## config.mk

```make
export PLATFORM = sky130hd
export DESIGN_NAME = if_stage
export DESIGN_NICKNAME = d
export VERILOG_FILES = /design/src/rtl/riscv_pkg.sv /design/src/rtl/if_id_reg.sv /design/src/rtl/if_stage.sv
export SDC_FILE = /design/constraint.sdc
export NUM_CORES = 1
export LEC_CHECK = 0
export BUFFER_PORTS_ARGS = -buffer_cell sky130_fd_sc_hd__buf_2
export CORE_UTILIZATION = 45
export CTS_BUF_LIST = sky130_fd_sc_hd__clkbuf_8
export CTS_CLUSTER_DIAMETER = 30
export CTS_CLUSTER_SIZE = 40
export DETAILED_ROUTE_END_ITERATION = 8
export GPL_TIMING_DRIVEN = 0
export PLACE_DENSITY = 0.83
export REMOVE_ABC_BUFFERS = 1
export SLEW_MARGIN = 20
export SYNTH_ARGS = -nofsm -noshare
export SYNTH_HDL_FRONTEND = slang
export SYNTH_HIERARCHICAL = 1
export SYNTH_SLANG_ARGS = --single-unit
```

## constraint.sdc

```tcl
create_clock -name clk -period 2.9 [get_ports clk]
set_clock_uncertainty 0.05 [all_clocks]
set_input_delay 0.58 -clock clk [delete_from_list [all_inputs] [get_ports clk]]
set_output_delay 0.58 -clock clk [all_outputs]
set_load 0.01 [all_outputs]
```

## src/rtl/riscv_pkg.sv

```systemverilog
// Shared RV32I core definitions: widths, bubble encoding, instruction field positions
// and the IF-stage update selectors.
package riscv_pkg;

    localparam int          XLEN             = 32;
    localparam logic [31:0] NOP_INSTR        = 32'h0000_0013;
    localparam logic [31:0] RESET_PC_DEFAULT = 32'h0000_0000;

    localparam int RS1_LSB   = 15;
    localparam int RS2_LSB   = 20;
    localparam int RD_LSB    = 7;
    localparam int REG_IDX_W = 5;

    typedef enum logic [1:0] {
        PC_HOLD,
        PC_STEP,
        PC_REDIRECT
    } pc_sel_e;

    typedef enum logic [1:0] {
        IFID_HOLD,
        IFID_LOAD,
        IFID_FLUSH
    } ifid_op_e;

    // A taken branch beats a hazard stall for both the PC and the IF/ID register.
    function automatic pc_sel_e pc_select(input logic branch, input logic pc_write);
        if (branch)
            return PC_REDIRECT;
        else if (pc_write)
            return PC_STEP;
        else
            return PC_HOLD;
    endfunction

    function automatic ifid_op_e ifid_select(input logic branch, input logic ifid_write);
        if (branch)
            return IFID_FLUSH;
        else if (ifid_write)
            return IFID_LOAD;
        else
            return IFID_HOLD;
    endfunction

endpackage

```

## src/rtl/if_id_reg.sv

```systemverilog
// IF/ID pipeline register: flush beats load, load beats hold.
module if_id_reg
    import riscv_pkg::*;
#(
    parameter int          XLEN      = riscv_pkg::XLEN,
    parameter logic [31:0] NOP_INSTR = riscv_pkg::NOP_INSTR
) (
    input  logic            clk,
    input  logic            reset,
    input  ifid_op_e        op,
    input  logic [XLEN-1:0] pc_in,
    input  logic [31:0]     instr_in,
    output logic [XLEN-1:0] pc,
    output logic [31:0]     instr,
    output logic            valid
);

    // NOTE: clocked state uses non-blocking assignments so every flop samples pre-edge values.
    always_ff @(posedge clk or posedge reset) begin
        if (reset) begin
            pc    <= '0;
            instr <= NOP_INSTR;
            valid <= 1'b0;
        end else begin
            case (op)
                IFID_FLUSH: begin
                    pc    <= '0;
                    instr <= NOP_INSTR;
                    valid <= 1'b0;
                end
                IFID_LOAD: begin
                    pc    <= pc_in;
                    instr <= instr_in;
                    valid <= 1'b1;
                end
                default: ;
            endcase
        end
    end

endmodule

```

## src/rtl/if_stage.sv

```systemverilog
// Instruction-fetch stage: PC register, imem addressing and the IF/ID register.
// Optional stall/flush counters are built only when IF_PERF_CNT_EN is defined.
module if_stage
    import riscv_pkg::*;
#(
    parameter int              XLEN      = riscv_pkg::XLEN,
    parameter logic [XLEN-1:0] RESET_PC  = XLEN'(riscv_pkg::RESET_PC_DEFAULT),
    parameter logic [31:0]     NOP_INSTR = riscv_pkg::NOP_INSTR
) (
    input  logic                 clk,
    input  logic                 reset,
    input  logic                 PCwrite,
    input  logic                 IF_IDwrite,
    input  logic                 branch_taken,
    input  logic [XLEN-1:0]      branch_target,
    output logic [XLEN-1:0]      imem_addr,
    input  logic [31:0]          imem_rdata,
    output logic [XLEN-1:0]      IF_IDpc,
    output logic [31:0]          IF_IDinstr,
    output logic                 IF_IDvalid,
    output logic [REG_IDX_W-1:0] IF_IDrs1,
    output logic [REG_IDX_W-1:0] IF_IDrs2,
    output logic [31:0]          stall_count,
    output logic [31:0]          flush_count
);

    logic [XLEN-1:0] pc_q;
    logic [XLEN-1:0] pc_d;
    pc_sel_e         pc_sel;
    ifid_op_e        ifid_op;

    always_comb begin
        pc_sel  = pc_select(branch_taken, PCwrite);
        ifid_op = ifid_select(branch_taken, IF_IDwrite);
        // NOTE: defaults first so no path through this block leaves pc_d unassigned (no latch).
        pc_d    = pc_q;
        case (pc_sel)
            PC_REDIRECT: pc_d = branch_target & ~XLEN'(3);
            PC_STEP:     pc_d = pc_q + XLEN'(4);
            default:     ;
        endcase
    end

    always_ff @(posedge clk or posedge reset) begin
        if (reset)
            pc_q <= RESET_PC;
        else
            pc_q <= pc_d;
    end

    assign imem_addr = pc_q;

    if_id_reg #(
        .XLEN      (XLEN),
        .NOP_INSTR (NOP_INSTR)
    ) u_if_id (
        .clk      (clk),
        .reset    (reset),
        .op       (ifid_op),
        .pc_in    (pc_q),
        .instr_in (imem_rdata),
        .pc       (IF_IDpc),
        .instr    (IF_IDinstr),
        .valid    (IF_IDvalid)
    );

    // Raw field slices for the hazard unit; a bubble reads as x0/x0.
    assign IF_IDrs1 = IF_IDinstr[RS1_LSB +: REG_IDX_W];
    assign IF_IDrs2 = IF_IDinstr[RS2_LSB +: REG_IDX_W];

`ifdef IF_PERF_CNT_EN
    always_ff @(posedge clk or posedge reset) begin
        if (reset) begin
            stall_count <= '0;
            flush_count <= '0;
        end else begin
            if (!PCwrite && !branch_taken)
                stall_count <= stall_count + 32'd1;
            if (branch_taken)
                flush_count <= flush_count + 32'd1;
        end
    end
`else
    assign stall_count = '0;
    assign flush_count = '0;
`endif

endmodule

```

# Word level (Yosys, flattened, before mapping)
# Index checks and enable logic that the tools add are counted.
dict set report word_totals {
  register_bits 97
  latch_bits 0
  mem_bits_rw 0
  romBits 0
  input_bits 69
  output_inout_bits 171
  wordCells 19
  memories 0
}
dict set report classes {
  addsub 1
  multipliers 0
  n_div 0
  magnitude_cmp 0
  eq_ne 4
  shift 0
  n_mux 8
  n_bitwise 0
  reduce_logical 2
}
# cell n
set ops {}
lappend ops {{32-bit case mux with 2 select lines} 3}
lappend ops {{32-bit by 3-bit adder with 32-bit output, second input constant} 1}
lappend ops {{2-bit by 1-bit equality test with 1-bit output, second input constant} 2}
lappend ops {{2-bit equality test, second input constant} 2}
lappend ops {{2-bit two-way mux} 2}
lappend ops {{2-bit nonzero test} 2}
lappend ops {{1-bit two-way mux} 2}
lappend ops {{1-bit case mux with 2 select lines} 1}

# Longest topological paths before layout
# Gate-level depths: netlist of the first run.
dict set report depth {
  word_depth 4
  mapped_depth 8
  ltp_nobuf 5
}

# By module
# The synthesis of the first run kept the hierarchy.
# mod n_inst cells_per_inst area_each_um2 seq_area_each_um2
set by_module_without_submodules {}
lappend by_module_without_submodules {if_id_reg 1 153 2369.8 1630.3}
lappend by_module_without_submodules {if_stage 1 287 2367.3 750.7}

# Least setup slack after synthesis of the first run
# OpenSTA, ideal clock, no wires.
dict set report synth_path {
  path_kind {input to register}
  start {input port PCwrite}
  end {register pc_q[21], in the netlist imem_addr[21]}
  setup_time_ns 0.082
  t_arrival_ns 2.127
  required_ns 2.768
  setup_slack_ns 0.642
  cell_stages 6
  n_path_buf 2
  path_cell_list {clkbuf_1 nand3_1 or2_2 clkbuf_1 or4_1 a31oi_1}
}
dict set report synth_via {
  elab_chain_cells 4
  word_cells_on_any_way 6
  classes_between {eq/ne: 2; mux: 3; reduce/logical: 1}
}
# element line
set synth_rtl {}
lappend synth_rtl {{start, declared} if_stage.sv:12} ;# input logic PCwrite,
lappend synth_rtl {{1-bit two-way mux *} riscv_pkg.sv:30} ;# else if (pc_write)
lappend synth_rtl {{2-bit two-way mux *} riscv_pkg.sv:28} ;# if (branch)
lappend synth_rtl {{2-bit by 1-bit equality test with 1-bit output / 2-bit equality test (equally long branches)} if_stage.sv:37} ;# case (pc_sel)
lappend synth_rtl {{32-bit case mux with 2 select lines / 2-bit nonzero test (equally long branches)} -}
lappend synth_rtl {{end signal, assigned} if_stage.sv:48} ;# pc_q <= pc_d;
lappend synth_rtl {{end, declared} if_stage.sv:27} ;# logic [XLEN-1:0] pc_q;
# Every way passes the cells marked *; elsewhere a longest branch is shown, timed or not.
# A chain may end at the register's enable or synchronous reset.

# Final worst setup path of the first run
dict set report layout_path {
  start {input port branch_taken}
  end {register u_if_id.pc[25]}
}
dict set report layout_via {
  elab_chain_cells 3
  word_cells_on_any_way 5
  classes_between {eq/ne: 2; mux: 2; reduce/logical: 1}
}
# element line
set layout_rtl {}
lappend layout_rtl {{start, declared} if_stage.sv:14} ;# input logic branch_taken,
lappend layout_rtl {{2-bit two-way mux *} riscv_pkg.sv:37} ;# if (branch)
lappend layout_rtl {{via ifid_op[0]} if_stage.sv:30} ;# ifid_op_e ifid_op;
lappend layout_rtl {{2-bit by 1-bit equality test with 1-bit output / 2-bit equality test (equally long branches)} if_id_reg.sv:25} ;# case (op)
lappend layout_rtl {{32-bit case mux with 2 select lines / 2-bit nonzero test (equally long branches)} -}
lappend layout_rtl {{end signal, assigned} if_id_reg.sv:32} ;# pc <= pc_in;
lappend layout_rtl {{end, declared} if_id_reg.sv:13} ;# output logic [XLEN-1:0] pc,
# Mark *: on every way through the listed nets, which the timed path passes. The rest lies on a longest branch.

==> results of run 1 <==
## worst reg2reg max path: stages, from the launching register on
cell and delay, ns:
dfrtp_1 0.54, nand4_4 0.23, or4_4 0.73, or4_1 0.55, a31oi_1 0.17
## synthesized netlist by cell type, types with 7 or more instances
cell / count / share of area
nor2_1: 15 / 0.012
buf_4: 78 / 0.12
or4_1: 11 / 0.017
dfrtp_1: 92 / 0.49
o21ai_0: 14 / 0.015
nand3_1: 16 / 0.017
o31ai_1: 9 / 0.014
nand2_1: 31 / 0.025
inv_1: 12 / 0.0095
a31oi_1: 10 / 0.013
a22o_1: 61 / 0.11
nand4_1: 9 / 0.012
clkbuf_1: 12 / 0.0095
xnor2_1: 9 / 0.017
buf_6: 7 / 0.017
## flip-flops by register name, indices dropped and copies added (netlist names)
signal	count
imem_addr	30
u_if_id/instr	32
u_if_id/pc	32
u_if_id/valid	1
## worst paths after layout
check | slack, ns | end | cells after the start | startpoint
setup / recovery | 0.18 | u_if_id/pc[25] | 6 | branch_taken
hold / removal | 0.15 | u_if_id/pc[8] | 2 | reset
setup reg to reg | 0.56 | imem_addr[28] | 4 | imem_addr[7]
hold reg to reg | 0.42 | u_if_id/instr[4] | 2 | u_if_id/instr[4]
max in group asynchronous | 2.04 | u_if_id/instr[0] | 3 | reset
min in group clk | 0.38 | imem_addr[29] | 3 | branch_target[29]
## through the flow
step / util / total power [uW]
final: 0.543 / 2930
after global placement: 0.514 / 1970
after floorplan: - / 1770
after global routing: 0.543 / 3070
after CTS: 0.541 / 2960
after detailed placement: 0.520 / 2000
## power breakdown
group | leakage (uW) | switching [uW] | internal, uW
clock network | 0.000107 | 467 | 487
logic | 0.00158 | 278 | 186
registers | 0.00124 | 104 | 1410
total | 0.00292 | 849 | 2080
## area by class of cell
class / count / area (um2)
clock buffers: 9 / 124
clock inverters: 7 / 96.3
fillers: 924 / 4700
inverters: 12 / 47.5
multi-input cells: 299 / 1860
flip-flops and latches: 95 / 2380
well taps: 136 / 170
repair buffers: 173 / 896
## layer usage
| layer | up-vias | part of all wire | GRT usage |
|---|---|---|---|
| li1 | 1758 | - | - |
| met4 | 0 | 0.015 | 0.0604 |
| met1 | 1872 | 0.43 | 0.258 |
| met2 | 208 | 0.49 | 0.343 |
| met3 | 15 | 0.066 | 0.0399 |
| met5 | - | 0 | 0 |
## cell families (layout without fill, tap and decap cells)
group                    after synthesis  count (layout)  share of synthesized area
AO/OA/AOI/OAI                        105             105                      0.175
XOR/XNOR                              13              13                     0.0240
adder cells (fa/ha/maj)                3               3                    0.00792
buffers and inverters                114             201                      0.165
flip-flops                            95              95                      0.503
multiplexers                           2               2                    0.00449
other                                  1              68                   0.000792
AND/OR/NAND/NOR                      107             108                      0.121
==> flow_summary_export.csv, run 1 <==
group,metric,value,unit
run_status,status,"finished clean",
sta,hold_viol_final,0,
synth,synth-edff-count,0,
clock_tree,clkSinkCount,95,
routing,vias,3853,
global_route,antenna_found_initial,0,
routing,drtPass1Iterations,4,
setup_path,cp-start-kind,"input port",
synth,synthFlopType,"dfrtp_1",
layout,area_delta_synth_final,17.7,%
clock_tree,post_cts_buffers,0,
setup_path,crit_type,"in2reg",
sta,totalNegativeSetupSlack,0,ns
placed_design,dp_worst_setup_slack,-0.246,ns
synth,yosysSeqAreaShare,0.503,
placed_design,placedInstanceArea,0.00534,mm2
floorplan,rows,37,
sta,finalMaxSlewViolations,0,
sta,worst_pin_slew,0.807,ns
placed_design,detailed_place_hpwl,8090,um
sta,slew_headroom,0.460,
worst_hold_path,hp-class,"in2async",
clock_tree,postCtsResizedCells,0,
setup_path,crit_buf_inv,2,
sta,setup_ws,0.180,ns
routing,drc,0,
synth,syn_avg_cell_area,10.8,um2
sta,fin_crit,2.72,ns
clock_tree,insertion_delay,0.36,ns
layout,post_route_cells_drive_above_1_share,0.339,
layout,final_nets,662,
layout,mostFrequentLayoutCell,"buf_2",
clock_tree,cts_buffers,9,
pwr,leakagePower,0.00292,uW
setup_path,critical_path.top_delay_family,"adder cells",
sta,rsz0062_at_grt,"false",
clock_tree,path_clk_slew,0.10,ns
clock_tree,htree_levels,3,
synth,syn_area,0.00474,mm2
floorplan,die_h,105,um
clock_tree,hold_buffers,0,
routing,wire_per_inst,15.8,um
floorplan,die_w,105,um
routing,ant_nets,0,
setup_path,crit_required,3.09,ns
placed_design,place.gp.congestion,0.725,
routing,drtIter0Drc,259,
floorplan,start_util,0.461,
sta,whs,0.154,ns
setup_path,worstPathArrival,2.91,ns
setup_path,critPathMaxFanout,68,
synth,ys.warnings.count,6,
pwr,ir_worst_vdd,0.211,mV
floorplan,num_io_pins,240,
setup_path,path_cells,"buf_2, nor2b_1, ha_4, nor2b_4, buf_12, a22o_1",
synth,synth_cells,440,
setup_path,max_stage_delay,0.82,ns
layout,final_cells,731,
sta,fin_crit_sh,0.938,
pwr,cellPowerDensity,525,mW/mm2
floorplan,die_area,0.0109,mm2
routing,viasPerCell,5.27,
layout,final_cell_area,0.00558,mm2
global_route,grt_start_max_net_pins,68,
synth,synth.distinct_cells,41,
global_route,grt_pass1_wl,17400,um
synth,ys_seq_elements,95,
global_route,grt-ovfl-total,0,
clock_tree,clockBufferDepth,2,
setup_path,crit_path_end_kind,"flip-flop",
global_route,grt_use_total,0.201,
clock_tree,cts_tree,"built",
layout,layout_common_cells,"171 x buf_2, 92 x dfrtp_1, 68 x conb_1, 61 x a22o_1, 31 x nand2_1",
job,maxCapViolations,0,
placed_design,io_buffers,171,
sta,setup_violations,0,
layout,diodes,0,
floorplan,coreArea,0.0103,mm2
setup_path,slowest_stage,"ha_4",
synth,synthArstFlopShare,1.00,
sta,fmax,368,MHz
global_route,grt_pass1_vias,3492,
routing,wl,11500,um
clock_tree,cts_root_buf,"clkbuf_8",
placed_design,placed_cells,714,
(Power assumes the default switching activity.)
==> run 2: changes to the inputs <==
SYNTH_HIERARCHICAL = unset   (was 1)
==> run 2 against run 1 <==
  * Core utilization is 0.37 points higher
  * Register-to-register slack better by 0.10 ns
  * Combinational power is 8.0% higher
  * Global-route usage is 0.93 points lower
  * Synthesized cell count is 9.3% higher
  * Wire length is 6.1% lower
  * Critical path type is now reg2reg
==> flow_summary_export.csv, run 2 <==
group,metric,value,unit
placed_design,io_buffers,169,
sta,fin_crit,2.24,ns
floorplan,die_w,106,um
run_status,status,"finished clean",
clock_tree,htree_levels,3,
layout,post_route_cells_drive_above_1_share,0.318,
setup_path,critPathMaxFanout,15,
setup_path,crit_path_end_kind,"flip-flop",
synth,synth-edff-count,0,
routing,drtPass1Iterations,5,
routing,wire_per_inst,14.0,um
routing,ant_nets,0,
layout,utilization,0.546,
global_route,grt_pass1_vias,3462,
clock_tree,clockBufferDepth,2,
sta,worst_pin_slew,0.901,ns
clock_tree,hold_buffers,0,
routing,wl,10800,um
global_route,grt_pass1_wl,17000,um
layout,mostFrequentLayoutCell,"buf_2",
synth,ys_seq_elements,93,
floorplan,die_h,106,um
layout,final_cell_area,0.00567,mm2
floorplan,num_io_pins,240,
setup_path,crit_type,"reg2reg",
synth,synth.distinct_cells,39,
layout,largest_reg_flops,32,
synth,synth_cells,481,
clock_tree,path_clk_slew,0.10,ns
layout,layout_common_cells,"167 x buf_2, 90 x dfrtp_1, 68 x nor2_1, 68 x conb_1, 63 x mux2i_1",
routing,vias,3852,
floorplan,coreArea,0.0104,mm2
layout,diodes,0,
pwr,leakagePower,0.00308,uW
sta,fin_crit_sh,0.772,
floorplan,start_util,0.466,
clock_tree,clkSinkCount,93,
pwr,cellPowerDensity,489,mW/mm2
setup_path,worstPathArrival,2.46,ns
synth,yosysSeqAreaShare,0.482,
sta,fmax,446,MHz
sta,whs,0.292,ns
routing,drc,0,
global_route,grt-ovfl-total,0,
pwr,p_total,2770,uW
synth,synth_common_cells,"90 x dfrtp_1, 79 x buf_4, 68 x nor2_1, 63 x mux2i_1, 35 x nand2_1",
sta,setup_violations,0,
layout,largest_register,"u_if_id.instr",
floorplan,rows,37,
synth,yosysMostFrequentCell,"dfrtp_1",
setup_path,crit_required,3.12,ns
pwr,ir_worst_vdd,0.295,mV
synth,synth_area_leaders,"dfrtp_1 47%, mux2i_1 13%, buf_4 12%",
synth,synthArstFlopShare,1.00,
synth,synthFlopType,"dfrtp_1",
clock_tree,cts_tree,"built",
layout,final_nets,700,
clock_tree,cts_buffers,9,
sta,hold_viol_final,0,
setup_path,rr_worst_depth,4,
placed_design,placedInstanceArea,0.00547,mm2
sta,slew_headroom,0.398,
global_route,grt_use_total,0.192,
global_route,antenna_found_initial,0,
placed_design,detailed_place_hpwl,7770,um
global_route,grt_start_max_net_pins,61,
layout,area_delta_synth_final,17.2,%
clock_tree,postCtsResizedCells,0,
synth,syn_area,0.00484,mm2
synth,synth_top_area_cell,"dfrtp_1",
floorplan,die_area,0.0112,mm2
sta,rsz0062_at_grt,"false",
synth,ys.warnings.count,0,
worst_hold_path,hp-class,"in2async",
routing,drtIter0Drc,184,
setup_path,rrSetupSlack,0.66,ns
job,maxCapViolations,0,
synth,yosysTopAreaCellShare,0.466,
routing,viasPerCell,5.00,
placed_design,place.gp.congestion,0.732,
clock_tree,insertion_delay,0.35,ns
synth,syn_avg_cell_area,10.1,um2
clock_tree,cts_root_buf,"clkbuf_8",
setup_path,cp-start-kind,"flip-flop",
sta,finalMaxSlewViolations,0,
[run 2: logic make-up after synthesis]
kind of cell	synth area share
and+or+nand+nor	0.164
buffers and inverters	0.151
DFF	0.482
muxes	0.130
AOI/OAI and AO/OA	0.0502
xor gates and xnor gates	0.0199
adders and majority gates	0.00259
other	0.000775
[run 2: through the flow]
stage / cells / TNS, ns / setup WS [ns]
CTS: 767 / 0 / 0.117
detailed placement: 751 / 0 / 0.0678
global placement: 748 / -112.58 / -1.13
floorplan: 443 / -13.08 / -0.145
finish: 771 / 0 / 0.660
global route: 771 / 0 / 0.522
[run 2: worst paths after layout]
path,start,to
worst max-delay path,imem_addr[2],imem_addr[29]
worst min-delay path,reset,u_if_id.instr[11]
worst max register to register,imem_addr[2],imem_addr[29]
worst min register to register,u_if_id.valid,u_if_id.valid
max in group asynchronous,reset,imem_addr[7]
min in group clk,branch_target[2],imem_addr[2]
[run 2: area by class of cell]
cell class,count,area (um2)
Clock buffer,10,138
Clock inverter,6,33.8
Fill cell,930,4700
Inverter,6,25.0
Multi-Input combinational cell,344,2030
Sequential cell,93,2330
Tap cell,136,170
Timing Repair Buffer,176,941
[run 2: critical path, cell delays in order (launching register included)]
cell and delay (ns):
dfrtp_1 0.47, nand4_2 0.22, or4_4 0.71, or4_1 0.53, a31oi_1 0.18
[run 2: report_power, final]
group	internal, uW	leakage, uW	switching, uW	total [uW]
registers	1390	0.00119	99.5	1490
clock network	329	0.000100	449	778
logic	205	0.00180	296	501
[run 2: what timing repair did]
item,4_1_cts,5_1_grt
setup buffers,0,4
endpoints found under the hold margin,0,0
setup endpoints to repair,0,3
[run 2: layer usage]
| metal | track usage | routed length (um) | share of wire | vias to the layer above |
|---|---|---|---|---|
| met2 | 0.335 | 5450 | 0.50 | 162 |
| met4 | 0.0754 | 221 | 0.020 | 0 |
| met3 | 0.0297 | 573 | 0.053 | 15 |
| met5 | 0 | 0 | 0 | - |
| li1 | - | - | - | 1797 |
| met1 | 0.236 | 4570 | 0.42 | 1878 |
==> run 3: changes to the inputs <==
ABC_AREA = 1   (was unset)
PLACE_DENSITY = 0.82   (was 0.83)
clock period = 2.3 ns   (was 2.9 ns; I/O delays follow)
==> run 3 against run 2 <==
  * Sequential share of layout area down 2.2 points
  * Cell count up 20%
  * Sequential power up 27%
  * Sequential cell count unchanged
  * Largest power group unchanged
==> flow_summary_export.csv, run 3 <==
group,metric,value,unit
layout,final_nets,854,
setup_path,worstPathArrival,1.90,ns
worst_hold_path,hp-class,"in2async",
global_route,grt_start_max_net_pins,49,
pwr,p_total,3890,uW
placed_design,place.gp.congestion,0.846,
layout,final_cell_area,0.00598,mm2
routing,wl,13100,um
clock_tree,clockBufferDepth,2,
routing,wire_per_inst,14.1,um
setup_path,critical_path.top_delay_family,"buffers and inverters",
setup_path,max_stage_delay,0.53,ns
run_status,status,"finished clean",
layout,largest_register,"u_if_id.instr",
synth,syn_area,0.00505,mm2
pwr,cellPowerDensity,650,mW/mm2
sta,hold_viol_final,0,
synth,synth_area_leaders,"dfrtp_1 45%, nand2_1 15%, buf_4 12%",
layout,post_route_cells_drive_above_1_share,0.277,
clock_tree,clkSinkCount,93,
clock_tree,cts_buffers,9,
clock_tree,insertion_delay,0.36,ns
routing,vias,4471,
synth,syn_avg_cell_area,7.95,um2
placed_design,detailed_place_hpwl,9590,um
floorplan,die_area,0.0116,mm2
floorplan,die_h,108,um
synth,ys.warnings.count,0,
synth,ys_seq_elements,93,
floorplan,num_io_pins,240,
global_route,grt_pass1_wl,20500,um
clock_tree,cts_tree,"built",
synth,synth_common_cells,"202 x nand2_1, 90 x dfrtp_1, 78 x buf_4, 55 x nand3_1, 39 x nor2_1",
floorplan,die_w,108,um
clock_tree,path_clk_slew,0.10,ns
global_route,grt_pass1_vias,4013,
sta,fmax,580,MHz
layout,utilization,0.550,
job,maxCapViolations,0,
setup_path,crit_path_end_kind,"flip-flop",
routing,drtPass1Iterations,4,
global_route,antenna_found_initial,1,
setup_path,critPathMaxFanout,43,
sta,slew_headroom,0.492,
setup_path,crit_required,2.48,ns
layout,layout_common_cells,"201 x nand2_1, 169 x buf_2, 90 x dfrtp_1, 68 x conb_1, 55 x nand3_1",
global_route,grt-ovfl-total,0,
setup_path,slowest_stage,"buf_2",
synth,synth.distinct_cells,28,
sta,worst_pin_slew,0.763,ns
setup_path,crit_buf_inv,2,
routing,drtIter0Drc,291,
sta,finalMaxSlewViolations,0,
placed_design,io_buffers,169,
synth,synthArstFlopShare,1.00,
sta,fin_crit_sh,0.750,
setup_path,path_cells,"buf_2, inv_4, nand2_4, o21ai_0",
synth,synthFlopType,"dfrtp_1",
sta,rsz0062_at_grt,"false",
sta,totalNegativeSetupSlack,0,ns
floorplan,rows,38,
sta,fin_crit,1.72,ns
synth,yosysMostFrequentCell,"nand2_1",
routing,viasPerCell,4.81,
pwr,ir_worst_vdd,0.343,mV
floorplan,coreArea,0.0109,mm2
sta,setup_violations,0,
synth,yosysSeqAreaShare,0.462,
placed_design,placedInstanceArea,0.00574,mm2
clock_tree,cts_root_buf,"clkbuf_8",
floorplan,start_util,0.463,
synth,yosysTopAreaCellShare,0.446,
synth,synth_cells,635,
synth,synth_top_area_cell,"dfrtp_1",
clock_tree,htree_levels,3,
global_route,grt_use_total,0.231,
setup_path,crit_type,"in2reg",
layout,area_delta_synth_final,18.6,%
routing,ant_nets,0,
pwr,leakagePower,0.00327,uW
routing,drc,0,
synth,synth-edff-count,0,
layout,largest_reg_flops,32,
setup_path,cp-start-kind,"input port",
layout,mostFrequentLayoutCell,"nand2_1",
## run 3: what timing repair did
action | in CTS | in global routing
buffers inserted | 0 | 0
hold buffers | 0 | 0
endpoints found under the setup margin | 29 | 12
resized for setup | 1 | 3
## run 3: worst paths after layout
check | start | endpoint | slack [ns] | cells past startpoint
worst min register to register | u_if_id.instr[14] | u_if_id.instr[14] | 0.42 | 2
max in group asynchronous | reset | imem_addr[9] | 1.56 | 3
worst max register to register | imem_addr[2] | imem_addr[30] | 0.61 | 10
worst max-delay path | branch_taken | u_if_id.pc[16] | 0.58 | 4
worst min-delay path | reset | u_if_id.instr[10] | 0.06 | 2
min in group clk | branch_target[3] | imem_addr[3] | 0.26 | 3
## run 3: cells by family (layout without fill, tap and decap cells)
family	count (synthesis)	in the layout	share of synthesized area
other	1	69	0.000743
adders and majority gates	1	1	0.00248
buffers and inverters	138	224	0.164
AOI/OAI and AO/OA	72	72	0.0860
DFF	93	93	0.462
xor gates and xnor gates	9	9	0.0156
and+or+nand+nor	321	321	0.269
## run 3: metal layers
metal	up-vias	wire length, um	global-route usage
met1	2101	5800	0.306
li1	2188	-	-
met3	14	787	0.0375
met4	0	158	0.0636
met5	-	0	0
met2	168	6380	0.391
## run 3: worst register-to-register path: cells and delay by family, from the launching register on
family / cells / cell delay (ns)
fa+ha+maj: 1 / 0.24
simple gates: 9 / 0.86
flops: 1 / 0.45
## run 3: final cells by class
| type | instances | area [um2] |
|---|---|---|
| repair buffers | 173 | 940 |
| clock inverters | 6 | 111 |
| fillers | 1029 | 4900 |
| inverters | 36 | 143 |
| diodes | 1 | 2.50 |
| flip-flops and latches | 93 | 2330 |
| clock buffers | 9 | 124 |
| well taps | 140 | 175 |
| multi-input cells | 471 | 2160 |
## run 3: per-stage QoR
stage | std cells | setup slack [ns] | hold WS [ns]
after global placement | 909 | -2.73 | 0.399
after CTS | 928 | 0.143 | 0.0694
after floorplan | 600 | -0.625 | 0.459
final | 929 | 0.576 | 0.0565
after detailed placement | 913 | -0.621 | 0.406
after global routing | 928 | 0.435 | 0.0749
## run 3: power breakdown
part	internal [uW]	switching, uW
clock network	719	594
registers	1760	131
logic	250	438
